**src/rtl/bcd_cascade_display_if.sv**
```systemverilog
// Bundle between the decade-counter consumer and its environment.
//   units    : BCD units digit from the upstream decade counter
//   ten_in   : carry pulse from the decade counter
//   clear    : synchronous clear of the upper digits and overflow
//   hold     : freeze the displayed snapshot
//   digits   : registered {thousands,hundreds,tens,units} snapshot
//   overflow : sticky 9999->0000 wrap flag
//   an       : active-low anode enables, one-hot-low
//   seg      : active-low segments {g,f,e,d,c,b,a}
interface bcd_cascade_display_if;
   logic [3:0]  units;
   logic        ten_in;
   logic        clear;
   logic        hold;
   logic [15:0] digits;
   logic        overflow;
   logic [3:0]  an;
   logic [6:0]  seg;

   modport master (
      output units, ten_in, clear, hold,
      input  digits, overflow, an, seg
   );

   modport slave (
      input  units, ten_in, clear, hold,
      output digits, overflow, an, seg
   );
endinterface

```
**src/rtl/bcd_cascade_display.sv**
```systemverilog
// Extends an upstream decade counter to four BCD digits and drives a
// 4-digit common-anode seven-segment display with multiplexed scan.
//   i_clk   : system clock, all state on the rising edge
//   i_rst_n : asynchronous active-low reset
//   bus     : bcd_cascade_display_if slave (units/ten_in/clear/hold in,
//             digits/overflow/an/seg out)
module bcd_cascade_display #(
   parameter int unsigned REFRESH_DIV = 50000,
   parameter bit          BLANK_LZ    = 1'b1
) (
   input  logic                   i_clk,
   input  logic                   i_rst_n,
   bcd_cascade_display_if.slave   bus
);

   localparam int unsigned CntW = (REFRESH_DIV > 1) ? $clog2(REFRESH_DIV) : 1;
   localparam logic [CntW-1:0] CntLast = CntW'(REFRESH_DIV - 1);

   logic            r_ten_q;
   logic [3:0]      r_tens;
   logic [3:0]      r_hund;
   logic [3:0]      r_thou;
   logic            r_overflow;
   logic [15:0]     r_digits;
   logic [CntW-1:0] r_refresh;
   logic [1:0]      r_idx;
   logic [3:0]      r_an;
   logic [6:0]      r_seg;

   logic            w_inc;
   logic [3:0]      w_tens_d;
   logic [3:0]      w_hund_d;
   logic [3:0]      w_thou_d;
   logic            w_ovf_d;
   logic [1:0]      w_idx_nxt;
   logic [3:0]      w_sel;
   logic            w_blank;
   logic [6:0]      w_seg_nxt;

   function automatic logic [6:0] f_decode(input logic [3:0] d);
      logic [6:0] s;
      case (d)
         4'd0:    s = 7'b1000000;
         4'd1:    s = 7'b1111001;
         4'd2:    s = 7'b0100100;
         4'd3:    s = 7'b0110000;
         4'd4:    s = 7'b0011001;
         4'd5:    s = 7'b0010010;
         4'd6:    s = 7'b0000010;
         4'd7:    s = 7'b1111000;
         4'd8:    s = 7'b0000000;
         4'd9:    s = 7'b0010000;
         default: s = 7'b0111111; // dash for non-BCD units
      endcase
      return s;
   endfunction

   // Rising edge of the carry: a held level counts once.
   assign w_inc = bus.ten_in & ~r_ten_q;

   // BCD ripple; clear wins over a coincident increment.
   always_comb begin
      w_tens_d = r_tens;
      w_hund_d = r_hund;
      w_thou_d = r_thou;
      w_ovf_d  = r_overflow;
      if (bus.clear) begin
         w_tens_d = 4'd0;
         w_hund_d = 4'd0;
         w_thou_d = 4'd0;
         w_ovf_d  = 1'b0;
      end else if (w_inc) begin
         if (r_tens == 4'd9) begin
            w_tens_d = 4'd0;
            if (r_hund == 4'd9) begin
               w_hund_d = 4'd0;
               if (r_thou == 4'd9) begin
                  w_thou_d = 4'd0;
                  w_ovf_d  = 1'b1;
               end else begin
                  w_thou_d = r_thou + 4'd1;
               end
            end else begin
               w_hund_d = r_hund + 4'd1;
            end
         end else begin
            w_tens_d = r_tens + 4'd1;
         end
      end
   end

   // Segment pattern for the digit the scan moves to next; always taken
   // from the registered snapshot so hold freezes the display too.
   always_comb begin
      w_idx_nxt = r_idx + 2'd1;
      w_sel     = 4'd0;
      w_blank   = 1'b0;
      case (w_idx_nxt)
         2'd0: begin
            w_sel   = r_digits[3:0];
            w_blank = 1'b0;
         end
         2'd1: begin
            w_sel   = r_digits[7:4];
            w_blank = BLANK_LZ && (r_digits[15:4] == 12'd0);
         end
         2'd2: begin
            w_sel   = r_digits[11:8];
            w_blank = BLANK_LZ && (r_digits[15:8] == 8'd0);
         end
         default: begin
            w_sel   = r_digits[15:12];
            w_blank = BLANK_LZ && (r_digits[15:12] == 4'd0);
         end
      endcase
      w_seg_nxt = w_blank ? 7'b1111111 : f_decode(w_sel);
   end

   always_ff @(posedge i_clk or negedge i_rst_n) begin
      if (!i_rst_n) begin
         r_ten_q    <= 1'b0;
         r_tens     <= 4'd0;
         r_hund     <= 4'd0;
         r_thou     <= 4'd0;
         r_overflow <= 1'b0;
         r_digits   <= 16'h0000;
         r_refresh  <= '0;
         r_idx      <= 2'd0;
         r_an       <= 4'b1111;
         r_seg      <= 7'b1111111;
      end else begin
         r_ten_q    <= bus.ten_in;
         r_tens     <= w_tens_d;
         r_hund     <= w_hund_d;
         r_thou     <= w_thou_d;
         r_overflow <= w_ovf_d;
         if (!bus.hold) begin
            r_digits <= {r_thou, r_hund, r_tens, bus.units};
         end
         if (r_refresh == CntLast) begin
            r_refresh <= '0;
            r_idx     <= w_idx_nxt;
            r_an      <= ~(4'b0001 << w_idx_nxt);
            r_seg     <= w_seg_nxt;
         end else begin
            r_refresh <= r_refresh + CntW'(1);
         end
      end
   end

   assign bus.digits   = r_digits;
   assign bus.overflow = r_overflow;
   assign bus.an       = r_an;
   assign bus.seg      = r_seg;

endmodule

```
**src/flat_wrapper.sv**
```systemverilog
// flat-port wrapper written by rule: the top's interface ports become plain ports
module bcd_cascade_display_flat 
#(
   parameter int unsigned REFRESH_DIV = 50000,
   parameter bit          BLANK_LZ    = 1'b1
)
  (i_clk, i_rst_n, bus_units, bus_ten_in, bus_clear, bus_hold, bus_digits, bus_overflow, bus_an, bus_seg);
  bcd_cascade_display_if bus_i ();
  input  logic i_clk;
  input  logic i_rst_n;
  input wire logic [$bits(bus_i.units)-1:0] bus_units;
  input wire logic [$bits(bus_i.ten_in)-1:0] bus_ten_in;
  input wire logic [$bits(bus_i.clear)-1:0] bus_clear;
  input wire logic [$bits(bus_i.hold)-1:0] bus_hold;
  output wire logic [$bits(bus_i.digits)-1:0] bus_digits;
  output wire logic [$bits(bus_i.overflow)-1:0] bus_overflow;
  output wire logic [$bits(bus_i.an)-1:0] bus_an;
  output wire logic [$bits(bus_i.seg)-1:0] bus_seg;
  assign bus_i.units = bus_units;
  assign bus_i.ten_in = bus_ten_in;
  assign bus_i.clear = bus_clear;
  assign bus_i.hold = bus_hold;
  assign bus_digits = bus_i.digits;
  assign bus_overflow = bus_i.overflow;
  assign bus_an = bus_i.an;
  assign bus_seg = bus_i.seg;
  bcd_cascade_display #(.REFRESH_DIV(REFRESH_DIV), .BLANK_LZ(BLANK_LZ)) u_core (.i_clk(i_clk), .i_rst_n(i_rst_n), .bus(bus_i));
endmodule
```
**config.mk**
```make
export PLATFORM = sky130hd
export DESIGN_NAME = bcd_cascade_display_flat
export DESIGN_NICKNAME = d
export VERILOG_FILES = /design/src/rtl/bcd_cascade_display_if.sv /design/src/rtl/bcd_cascade_display.sv /design/src/flat_wrapper.sv
export SDC_FILE = /design/constraint.sdc
export NUM_CORES = 1
export LEC_CHECK = 0
export CAP_MARGIN = 10
export CORE_AREA = 2 2 76 78
export DETAILED_ROUTE_END_ITERATION = 10
export DIE_AREA = 0 0 78 80
export HOLD_SLACK_MARGIN = 0.1
export PLACE_DENSITY = 0.77
export SYNTH_ARGS = -nofsm -noshare
export SYNTH_HDL_FRONTEND = slang
export SYNTH_SLANG_ARGS = --single-unit
```
**constraint.sdc**
```tcl
create_clock -name i_clk -period 2.7 [get_ports i_clk]
set_clock_uncertainty 0.2 [all_clocks]
set_input_delay 0.405 -clock i_clk [delete_from_list [all_inputs] [get_ports i_clk]]
set_output_delay 0.405 -clock i_clk [all_outputs]
set_load 0.01 [all_outputs]
```
======== Word level (Yosys, flattened, before mapping) ========
Memory sizes are Yosys's and may differ from the RTL's.
Cells that the tools add are included.
word-level totals
  register bits ........................... 59
  bits in read-only memories .............. 112
  input bits .............................. 9
  output and inout bits ................... 28
  memories kept ........................... 1
memory list
  memory            depth  width  read ports  clocked after memory_dff  write ports  RTL line                   RTL
  (name not given)  16     7      1           0                         0            bcd_cascade_display.sv:42  case (d)
operators by class
  $add $sub $neg .......................... 5
  eq/ne operators ......................... 6
  shift operators ......................... 1
  mux-type cells .......................... 21
  bitwise gates (word level) .............. 3
  reduce and logical (&&, ||, !) cells .... 11
operators with widths
  cell                     count
  $mux W4                  12
  $add A16 B1 Y16 const B  1
  $eq A16 B16 Y1 const B   1
  $mux W16                 1
  $add A4 B1 Y4 const B    3
  $eq A4 B4 Y1 const B     3
  $logic_not A12 Y1        1
  $pmux W4 S3              1
  $logic_not A8 Y1         1
  $reduce_bool A2 Y1       4
  $mux W7                  1
  $mux W1                  5
  $logic_not A4 Y1         1
  $not A4 Y4               1
  $reduce_and A4 Y1        1
  $shl A1 B2 Y4 const A    1
  $pmux W1 S3              1
  $reduce_and A3 Y1        1
  $add A2 B1 Y2 const B    1
  $eq A2 B1 Y1 const B     1
  $eq A2 B2 Y1 const B     1
  $logic_not A2 Y1         1
  $reduce_and A2 Y1        1
  $and A1 B1 Y1            1
  $not A1 Y1               1

======== Longest topological paths before layout ========
Gate-level depths: netlist of run 1.
  word-level depth ........................ 6
  depth in mapped cells ................... 9

======== Worst setup path after synthesis of run 1 ========
OpenSTA, ideal clock, no wires.
  path type ............................... register -> register
  start ................................... register u_core.r_idx[0]
  end ..................................... register u_core.r_seg[3] (netlist: u_core.bus.seg[3])
  arrival time ............................ 1.995 ns
  required time ........................... 2.427 ns
  path slack .............................. 0.432 ns
  stages on the path, launching flop included .. 10
  clock period less this slack ............ 2.268 ns
  cells stage by stage .................... dfrtp_1 -> inv_1 -> ha_1 -> clkbuf_1 -> mux2i_1 -> inv_2 -> ha_1 -> nor3_1 -> nor2_1 -> a21oi_1
on the way
  cells in the longest elaborated chain, start to end .. 5
  elaborated cells on any way between the ends .. 8
  classes of those cells .................. add/sub (1); eq/ne (2); mux (3); reduce/logical (1); memory (1)
RTL lines
  element                                     RTL line                    RTL
  start, declared                             bcd_cascade_display.sv:26   logic [1:0] r_idx;
  start signal, assigned                      bcd_cascade_display.sv:142  r_idx <= w_idx_nxt;
  $add A2 B1 Y2 *                             bcd_cascade_display.sv:95   w_idx_nxt = r_idx + 2'd1;
  named net u_core.w_idx_nxt[0]               bcd_cascade_display.sv:35   logic [1:0] w_idx_nxt;
  $eq A2 B2 Y1, or another cell as far along  bcd_cascade_display.sv:98   case (w_idx_nxt)
  $pmux W4 S3                                 bcd_cascade_display.sv:98
  $mem_v2 Z16 W7                              -
  $mux W7 *                                   bcd_cascade_display.sv:116  w_seg_nxt = w_blank ? 7'b1111111 : f_decode(w_sel);
  end signal, assigned                        bcd_cascade_display.sv:144  r_seg <= w_seg_nxt;
  end, declared                               bcd_cascade_display.sv:28   logic [6:0] r_seg;
Mark *: on every way through the listed nets, which the timed path passes. The rest lies on a longest branch.
A chain may end at the register's enable or synchronous reset.

======== Final worst setup path of run 1 ========
Ends and elaborated chain as after synthesis.

==> results of run 1 <==
==> timing repair <==
item / CTS / global route
hold buffers: 1 / 0
gates resized for setup: 0 / 0
endpoints found under the hold margin: 21 / 0
==> cell type report <==
type,instances,area [sq um],share of cell area (%)
tap,72,90.09,2.535
timing repair buffer,42,415.4,11.69
sequential,59,1490,41.94
inverter,12,45.04,1.268
multi-input combinational,184,1319,37.11
clock inverter,2,35.03,0.9859
clock buffer,13,158.9,4.472
==> stage by stage <==
stage | cells | util (%) | instance area [sq um] | setup slack (ns)
global route | 384 | 65.74 | 3553 | 0.01206
finish | 384 | 65.74 | 3553 | 0.3128
floorplan | 261 | - | 2878 | 0.4315
detailed placement | 368 | 61.97 | 3349 | 0.3312
global placement | 368 | 61.97 | 3349 | 0.4018
CTS | 384 | 65.74 | 3553 | 0.3163
==> worst register-to-register path, stage by stage, from the launching register on <==
cell and delay [ns]:
dfrtp_1 0.37, inv_1 0.11, ha_1 0.29, a222oi_1 0.37, mux2i_1 0.22, inv_2 0.12
ha_1 0.24, nor3_1 0.19, nor2_1 0.07, a21oi_1 0.14
==> state kept, by name, summed over array words and instances, names as in the netlist, 2 cells and up <==
signal,cells
u_core.bus.an,4
u_core.bus.digits,16
u_core.bus.seg,7
u_core.r_hund,4
u_core.r_idx,2
u_core.r_refresh,16
u_core.r_tens,4
u_core.r_thou,4
==> how the worst min path moves through the flow <==
| stage | cells past startpoint | slack, ns | endpoint |
|---|---|---|---|
| 2_1_floorplan | 0 | -0.09 | u_core.bus.digits[0] |
| 3_3_place_gp | 1 | 0.24 | u_core.bus.digits[1] |
| 3_5_place_dp | 1 | 0.25 | u_core.bus.digits[1] |
| 4_1_cts | 2 | 0.28 | u_core.bus.an[3] |
| 5_1_grt | 2 | 0.29 | u_core.bus.an[0] |
| 6_report | 2 | 0.27 | u_core.bus.an[3] |
==> power breakdown <==
part           internal [mW]  switching [mW]  total [mW]
Clock                  0.471           0.324       0.795
Sequential             0.931          0.0557       0.986
Combinational          0.141           0.135       0.276
Total                   1.54           0.515        2.06
==> placed cells by master (no fill, tap or decap), types with 10 or more instances in the layout <==
master	count
nand2_1	22
ha_1	15
nand3_1	11
dfstp_2	11
clkdlybuf4s50_1	35
dfrtp_1	48
clkbuf_8	11
nor2_1	23
o21ai_0	10
mux2_2	15
inv_1	10
==> cells by family after synthesis <==
| group | Yosys count | share of synthesized area, % |
|---|---|---|
| fa+ha+maj | 15 | 6.522 |
| xor+xnor | 15 | 4.565 |
| flops | 59 | 51.78 |
| buf+inv | 18 | 2.391 |
| mux | 20 | 7.652 |
| simple gates | 86 | 15.78 |
| compound gates | 48 | 11.30 |
==> routing by layer <==
layer	global-route usage, %	wire length [um]	vias up
li1	-	-	1032
met1	27.63	2617	1032
met2	34.05	2861	55
met3	4.751	276	10
met4	9.298	95	0
met5	0	0	-
==> flow_metrics.tcl, run 1 <==
set metrics [dict create \
    dp_hpwl_um 4242 \
    worstRegToRegCells 9 \
    async_reset_ff_share_pct 100.0 \
    worst-setup-path-type "flop to flop" \
    fill_cells 432 \
    antenna_cells 0 \
    fmax_ghz 0.4189 \
    ys_seq_area_share_pct 51.78 \
    hold_ws_ns 0.2734 \
    final_max_slew_viol_count 0 \
    dr.first_iter.drc_count 126 \
    cts_tree "yes" \
    critPathArrivalTime_ns 2.45 \
    powerDensity_mw_per_mm2 578.9 \
    wl_um 5851 \
    worstSetupStartpoint "u_core.r_idx[0]" \
    hp-start "u_core.bus.an[3]" \
    hold_viol 0 \
    crit_top_cell "ha_1" \
    period_minus_slack_ns 2.387 \
    r2r_slack_ns 0.31 \
    viasPerCell 5.544 \
    synth_area_sq_mm 0.002878 \
    r2r-start "u_core.r_idx[0]" \
    post-cts-setup-buffers 0 \
    synth_flop_cell "dfrtp_1" \
    cts-buffers-inserted 9 \
    drive_above_1_share_pct 17.31 \
    grt_pass1_wl_um 10300 \
    cp.depth 9 \
    antenna_found_initial 0 \
    core_area_sq_mm 0.005405 \
    slew_headroom_pct 46.09 \
    ios 37 \
    path_cells "inv_1 -> ha_1 -> a222oi_1 -> mux2i_1 -> inv_2 -> ha_1 -> nor3_1 -> nor2_1 -> a21oi_1" \
    peakVddDrop_uv 405.9 \
    clockBufferDepth 2 \
    worstHoldPathType "flop to flop" \
    worstReg2RegEnd "u_core.bus.seg[3]" \
    yosysWarnings 0 \
    p_total_mw 2.057 \
    synth_largest_area_cell "dfrtp_1" \
    cts_sinks 59 \
    syn_nets 285 \
    first_global_vias 2141 \
    start_util_pct 53.24 \
    crit_path_top_delay_cell "dfrtp_1" \
    critPathTopFamily "adder cells" \
    timing.critical_path.to "u_core.bus.seg[3]" \
    finalNetCount 332 \
    cap_violations 0 \
    grt_start_max_net_pins 35 \
    grt_usage_pct 21.20 \
    tns_ns 0 \
    synthTopCellsByArea "dfrtp_1 (42%), dfstp_2 (10%), ha_1 (6.5%)" \
    period_share_pct 88.41 \
    routabilityCongestion 0.8468 \
    vias 2129 \
    synthCells 261 \
    status "completed" \
    grt-ovfl-total 0 \
    drtAntennaViolNets 0 \
    rsz0062_at_grt "false" \
    io_buffers 36 \
    power_leakage_nw 1.497 \
    netlist.area_leader.share_pct 41.74 \
    wl_per_cell_um 15.24 \
    critPathLaunchType "flop" \
    required_ns 2.76 \
    max_stage_delay_ns 0.37 \
    setup_viol 0 \
    ys_ff_latch 59 \
    clk_pin_slew_ns 0.06 \
    drt_pass1_iterations 5 \
    yosys.cell_types.count 44 \
    row_count 27 \
    dieArea_sq_mm 0.006240 \
    clockRootBuffer "clkbuf_8" \
    critPathBufInv 2 \
    die_y_um 80 \
    synth_edf_count 0 \
    synth_common_cells "dfrtp_1 (48), nor2_1 (23), nand2_1 (22)" \
    area_growth_pct 23.48 \
    timing_worst_slew_pin_value_ns 0.7862 \
    critPathCaptureType "flop" \
    htree_num_levels 3 \
    chipWidth_um 78 \
    avgSynthCellArea_sq_um 11.03 \
    insertion_delay_ns 0.33 \
    drc 0 \
    post-synth-top-count-cell "dfrtp_1" \
    path_max_fanout 6 \
]
No activity file was read; power rests on OpenSTA's default activity.
==> run 2, diff against run 1 <==
- CAP_MARGIN: 10 -> not set
- PLACE_DENSITY: 0.77 -> 0.75
==> flow_metrics.tcl, run 2 (synthesized netlist as in run 1, its figures left out) <==
set metrics [dict create \
    status "completed" \
    critPathLaunchType "flop" \
    vias 2098 \
    critPathTopFamily "adder cells" \
    antenna_cells 0 \
    critPathCaptureType "flop" \
    drt_pass1_iterations 4 \
    stdcell_count 385 \
    max_stage_delay_ns 0.44 \
    layout_common_cells "dfrtp_1 (48), clkdlybuf4s50_1 (35), nor2_1 (23), nand2_1 (22)" \
    wl_um 5583 \
    dr.first_iter.drc_count 139 \
    crit_path_top_delay_cell "mux2i_1" \
    row_count 27 \
    p_total_mw 1.970 \
    fmax_ghz 0.4077 \
    highest_layer "met4" \
    io_buffers 36 \
    final_max_slew_viol_count 0 \
    drive_above_1_share_pct 17.89 \
    chipWidth_um 78 \
    tns_ns 0 \
    worst-setup-path-type "flop to flop" \
    setup_viol 0 \
    mostFrequentLayoutCell "dfrtp_1" \
    grt_pass1_wl_um 9825 \
    die_y_um 80 \
    rsz0062_at_grt "false" \
    grt-ovfl-total 0 \
    cts_sinks 59 \
    critPathBufInv 2 \
    powerDensity_mw_per_mm2 556.8 \
    met3_length_um 158 \
    start_util_pct 53.24 \
    cts_tree "yes" \
    required_ns 2.76 \
    area_growth_pct 22.96 \
    drc 0 \
    path_max_fanout 7 \
    wl_met1_um 2638 \
    period_share_pct 90.84 \
    multi_input_area_sq_mm 0.001319 \
    htree_num_levels 3 \
    timing_worst_slew_pin_value_ns 0.7475 \
    cap_violations 0 \
    period_minus_slack_ns 2.453 \
    power_leakage_nw 1.482 \
    clk_pin_slew_ns 0.07 \
    regArea_sq_mm 0.001490 \
    grt_usage_pct 20.38 \
    path_cells "inv_1 -> ha_1 -> mux2i_1 -> inv_2 -> ha_1 -> nor3_1 -> nor2_1 -> a21oi_1" \
    clockRootBuffer "clkbuf_8" \
    wl_met2_um 2686 \
    cts-buffers-inserted 9 \
    wl_per_cell_um 14.50 \
    core_area_sq_mm 0.005405 \
    hold_viol 0 \
    clockBufferDepth 2 \
    drtAntennaViolNets 0 \
    worstHoldPathType "flop to flop" \
    fill_cells 442 \
    critPathArrivalTime_ns 2.51 \
    slew_headroom_pct 48.74 \
    dieArea_sq_mm 0.006240 \
    peakVddDrop_uv 419.3 \
    antenna_found_initial 0 \
    crit_top_cell "ha_1" \
    hp-start "u_core.bus.an[3]" \
    grt_start_max_net_pins 36 \
    insertion_delay_ns 0.33 \
    first_global_vias 2092 \
    viasPerCell 5.449 \
    routabilityCongestion 0.8145 \
    post-cts-setup-buffers 0 \
    dp_hpwl_um 4090 \
    finalNetCount 332 \
    r2r_slack_ns 0.25 \
    dp.cells 368 \
    r2r-start "u_core.r_idx[0]" \
    ios 37 \
    worstSetupStartpoint "u_core.r_idx[0]" \
]
[run 2: cell types whose count changed in the layout (fill, tap and decap cells not counted)]
cell	previous run	this run
clkinv_4	0	1
inv_6	0	1
bufinv_16	1	0
clkbuf_8	11	10
clkinvlp_4	0	2
clkbuf_1	2	1
[run 2: path summary, 6_finish.rpt]
path / end / depth (start not counted)
setup / recovery: u_core.bus.seg[3] / 8
hold / removal: u_core.bus.an[3] / 2
setup reg to reg: u_core.bus.seg[3] / 8
hold reg to reg: u_core.bus.an[3] / 2
max in group asynchronous: u_core.bus.an[2] / 3
min in group asynchronous: u_core.bus.digits[3] / 2
[run 2: through the flow]
stage / util, % / instance area [sq um] / worst slack (ns) / hold slack, ns
floorplan: - / 2878 / 0.4315 / -0.09059
global placement: 61.97 / 3349 / 0.3907 / 0.2395
detailed placement: 61.97 / 3349 / 0.3118 / 0.2356
CTS: 65.46 / 3538 / 0.2605 / 0.2767
global route: 65.46 / 3538 / 0.03819 / 0.3025
finish: 65.46 / 3538 / 0.2474 / 0.2745
[run 2: cell type report]
| cell class | count | share of cell area (%) |
|---|---|---|
| multi-input cells | 184 | 37.27 |
| clock inverters | 5 | 1.061 |
| inverters | 12 | 1.273 |
| well taps | 72 | 2.546 |
| clock buffers | 11 | 3.996 |
| flip-flops and latches | 59 | 42.11 |
| repair buffers | 42 | 11.74 |
[run 2: routing by layer]
layer	up-vias	GRT usage, %
li1	1038	-
met2	44	31.90
met5	-	0
met3	10	4.299
met4	0	8.596
met1	1006	27.68
[run 2: repair_timing]
item	in CTS	in global routing
hold buffers	1	0
resized for setup	0	0
hold endpoints to repair	21	0
[run 2: worst min-delay path: stages (launching register included)]
cell and delay [ns]:
dfstp_2 0.38, nand2_1 0.05, o21ai_1 0.05
[run 2: report_power, final]
part / switching [mW] / internal (mW)
Combinational: 0.134 / 0.141
Clock: 0.350 / 0.361
Sequential: 0.0547 / 0.930
Total: 0.538 / 1.43
==> run 3, diff against run 2 <==
- CORE_AREA: 2 2 76 78 -> 2 2 73 75
- DIE_AREA: 0 0 78 80 -> 0 0 75 77
- GPL_TIMING_DRIVEN: not set -> 0
- PLACE_DENSITY: 0.75 -> 0.81
- clock period: 2.7 -> 2.95 ns (I/O delays scaled with it)
==> flow_metrics.tcl, run 3 (synthesized netlist as in run 1, its figures left out) <==
set metrics [dict create \
    drt_pass1_iterations 4 \
    critPathCaptureType "flop" \
    clk_pin_slew_ns 0.06 \
    start_util_pct 57.82 \
    routabilityCongestion 0.8226 \
    clockBufferDepth 2 \
    hp-start "u_core.bus.an[3]" \
    first_global_vias 2052 \
    stdcell_count 379 \
    pwr-share-seq_pct 52.5 \
    cts-buffers-inserted 9 \
    ios 37 \
    dp.cells 366 \
    layout_common_cells "dfrtp_1 (48), clkdlybuf4s50_1 (33), nor2_1 (23), nand2_1 (22)" \
    hold_viol 0 \
    row_count 26 \
    switching_power_mw 0.4535 \
    wl_um 5640 \
    p_sw_share_pct 26.43 \
    area_growth_pct 20.48 \
    power_leakage_nw 1.451 \
    final_area_sq_mm 0.003467 \
    core_area_sq_mm 0.004977 \
    grt_pass1_wl_um 9556 \
    antenna_cells 0 \
    cts_sinks 59 \
    dp_hpwl_um 4189 \
    setup_viol 0 \
    p_clk_share_pct 33.0 \
    dieArea_sq_mm 0.005775 \
    max_stage_delay_ns 0.44 \
    grt_start_max_net_pins 42 \
    cap_violations 0 \
    drtAntennaViolNets 0 \
    wl_per_cell_um 14.88 \
    placed_cell_area_sq_mm 0.003321 \
    chipWidth_um 75 \
    worstHoldPathType "flop to flop" \
    insertion_delay_ns 0.34 \
    period_minus_slack_ns 2.540 \
    dr.first_iter.drc_count 160 \
    powerDensity_mw_per_mm2 494.8 \
    slew_headroom_pct 49.36 \
    worstSetupStartpoint "u_core.r_idx[0]" \
    dp_slack_ns 0.2140 \
    p_comb_share_pct 14.5 \
    fmax_ghz 0.3937 \
    drc 0 \
    status "completed" \
    die_y_um 77 \
    path_cells "inv_1 -> ha_1 -> clkbuf_1 -> mux2i_1 -> inv_2 -> ha_1 -> nor3_1 -> nor2_1 -> a21oi_1" \
    cts_tree "yes" \
    crit_path_top_delay_cell "mux2i_1" \
    final_max_slew_viol_count 0 \
    drive_above_1_share_pct 15.53 \
    period_share_pct 86.09 \
    worst-setup-path-type "flop to flop" \
    peakVddDrop_uv 306.3 \
    path_max_fanout 7 \
    grt_usage_pct 21.95 \
    htree_num_levels 3 \
    mostFrequentLayoutCell "dfrtp_1" \
    timing_worst_slew_pin_value_ns 0.7385 \
    io_buffers 34 \
    critPathArrivalTime_ns 2.61 \
    crit_top_cell "ha_1" \
    antenna_found_initial 0 \
    required_ns 3.02 \
    viasPerCell 5.620 \
    finalNetCount 332 \
    clockRootBuffer "clkbuf_8" \
    grt-ovfl-total 0 \
    rsz0062_at_grt "false" \
    fin_ws_ns 0.4103 \
    r2r-start "u_core.r_idx[0]" \
    vias 2130 \
    cell_internal_pwr_mw 1.262 \
    p_total_mw 1.716 \
    critPathLaunchType "flop" \
]
[run 3: worst paths after layout]
check | to | slack (ns) | depth (start not counted)
setup reg to reg | u_core.bus.seg[3] | 0.41 | 9
setup / recovery | u_core.bus.seg[3] | 0.41 | 9
hold reg to reg | u_core.bus.an[3] | 0.27 | 2
min in group asynchronous | u_core.bus.digits[1] | 0.39 | 2
hold / removal | u_core.bus.an[3] | 0.27 | 2
max in group asynchronous | u_core.bus.an[1] | 1.53 | 3
[run 3: timing repair]
item                                   4_1_cts  5_1_grt
buffers inserted                             0        0
resized for setup                            0        0
hold buffers                                 1        0
endpoints found under the hold margin       14        0
[run 3: per-layer routing]
layer	GRT usage (%)	up-vias	part of all wire, %
met5	0	-	0
met4	9.643	0	1.9
met3	4.468	10	3.6
met2	33.68	47	51
met1	29.75	1048	44
li1	-	1025	-
[run 3: through the flow]
stage               TNS [ns]  util [%]  hold WS, ns
floorplan                  0         -     -0.05309
finish                     0     69.66       0.2667
CTS                        0     69.66       0.2672
detailed placement         0     66.72       0.2121
global route               0     69.66       0.2924
global placement      -26.88     66.42       0.2559
[run 3: area by class of cell]
| cell class | instances | area (sq um) |
|---|---|---|
| Fill cell | 412 | 1510 |
| Sequential cell | 59 | 1490 |
| Multi-Input combinational cell | 184 | 1319 |
| Timing Repair Buffer | 36 | 365.4 |
| Clock buffer | 11 | 131.4 |
| Tap cell | 70 | 87.58 |
| Inverter | 12 | 45.04 |
| Buffer | 6 | 23.77 |
| Clock inverter | 1 | 5.005 |
[run 3: critical path, delay by kind of cell (launching register included)]
kind | cells | cell delay [ns]
and+or+nand+nor | 2 | 0.26
DFF | 1 | 0.40
buffers and inverters | 3 | 0.56
AOI/OAI and AO/OA | 1 | 0.13
adders and majority gates | 2 | 0.47
muxes | 1 | 0.44
[run 3: power by group through the flow]
stage / clock network, mW / logic (mW) / registers, mW
5_1_grt: 0.612 / 0.278 / 0.908
2_1_floorplan: 0 / 0.133 / 0.912
4_1_cts: 0.579 / 0.252 / 0.902
3_3_place_gp: 0 / 0.237 / 0.914
6_report: 0.566 / 0.249 / 0.901
3_5_place_dp: 0 / 0.248 / 0.916
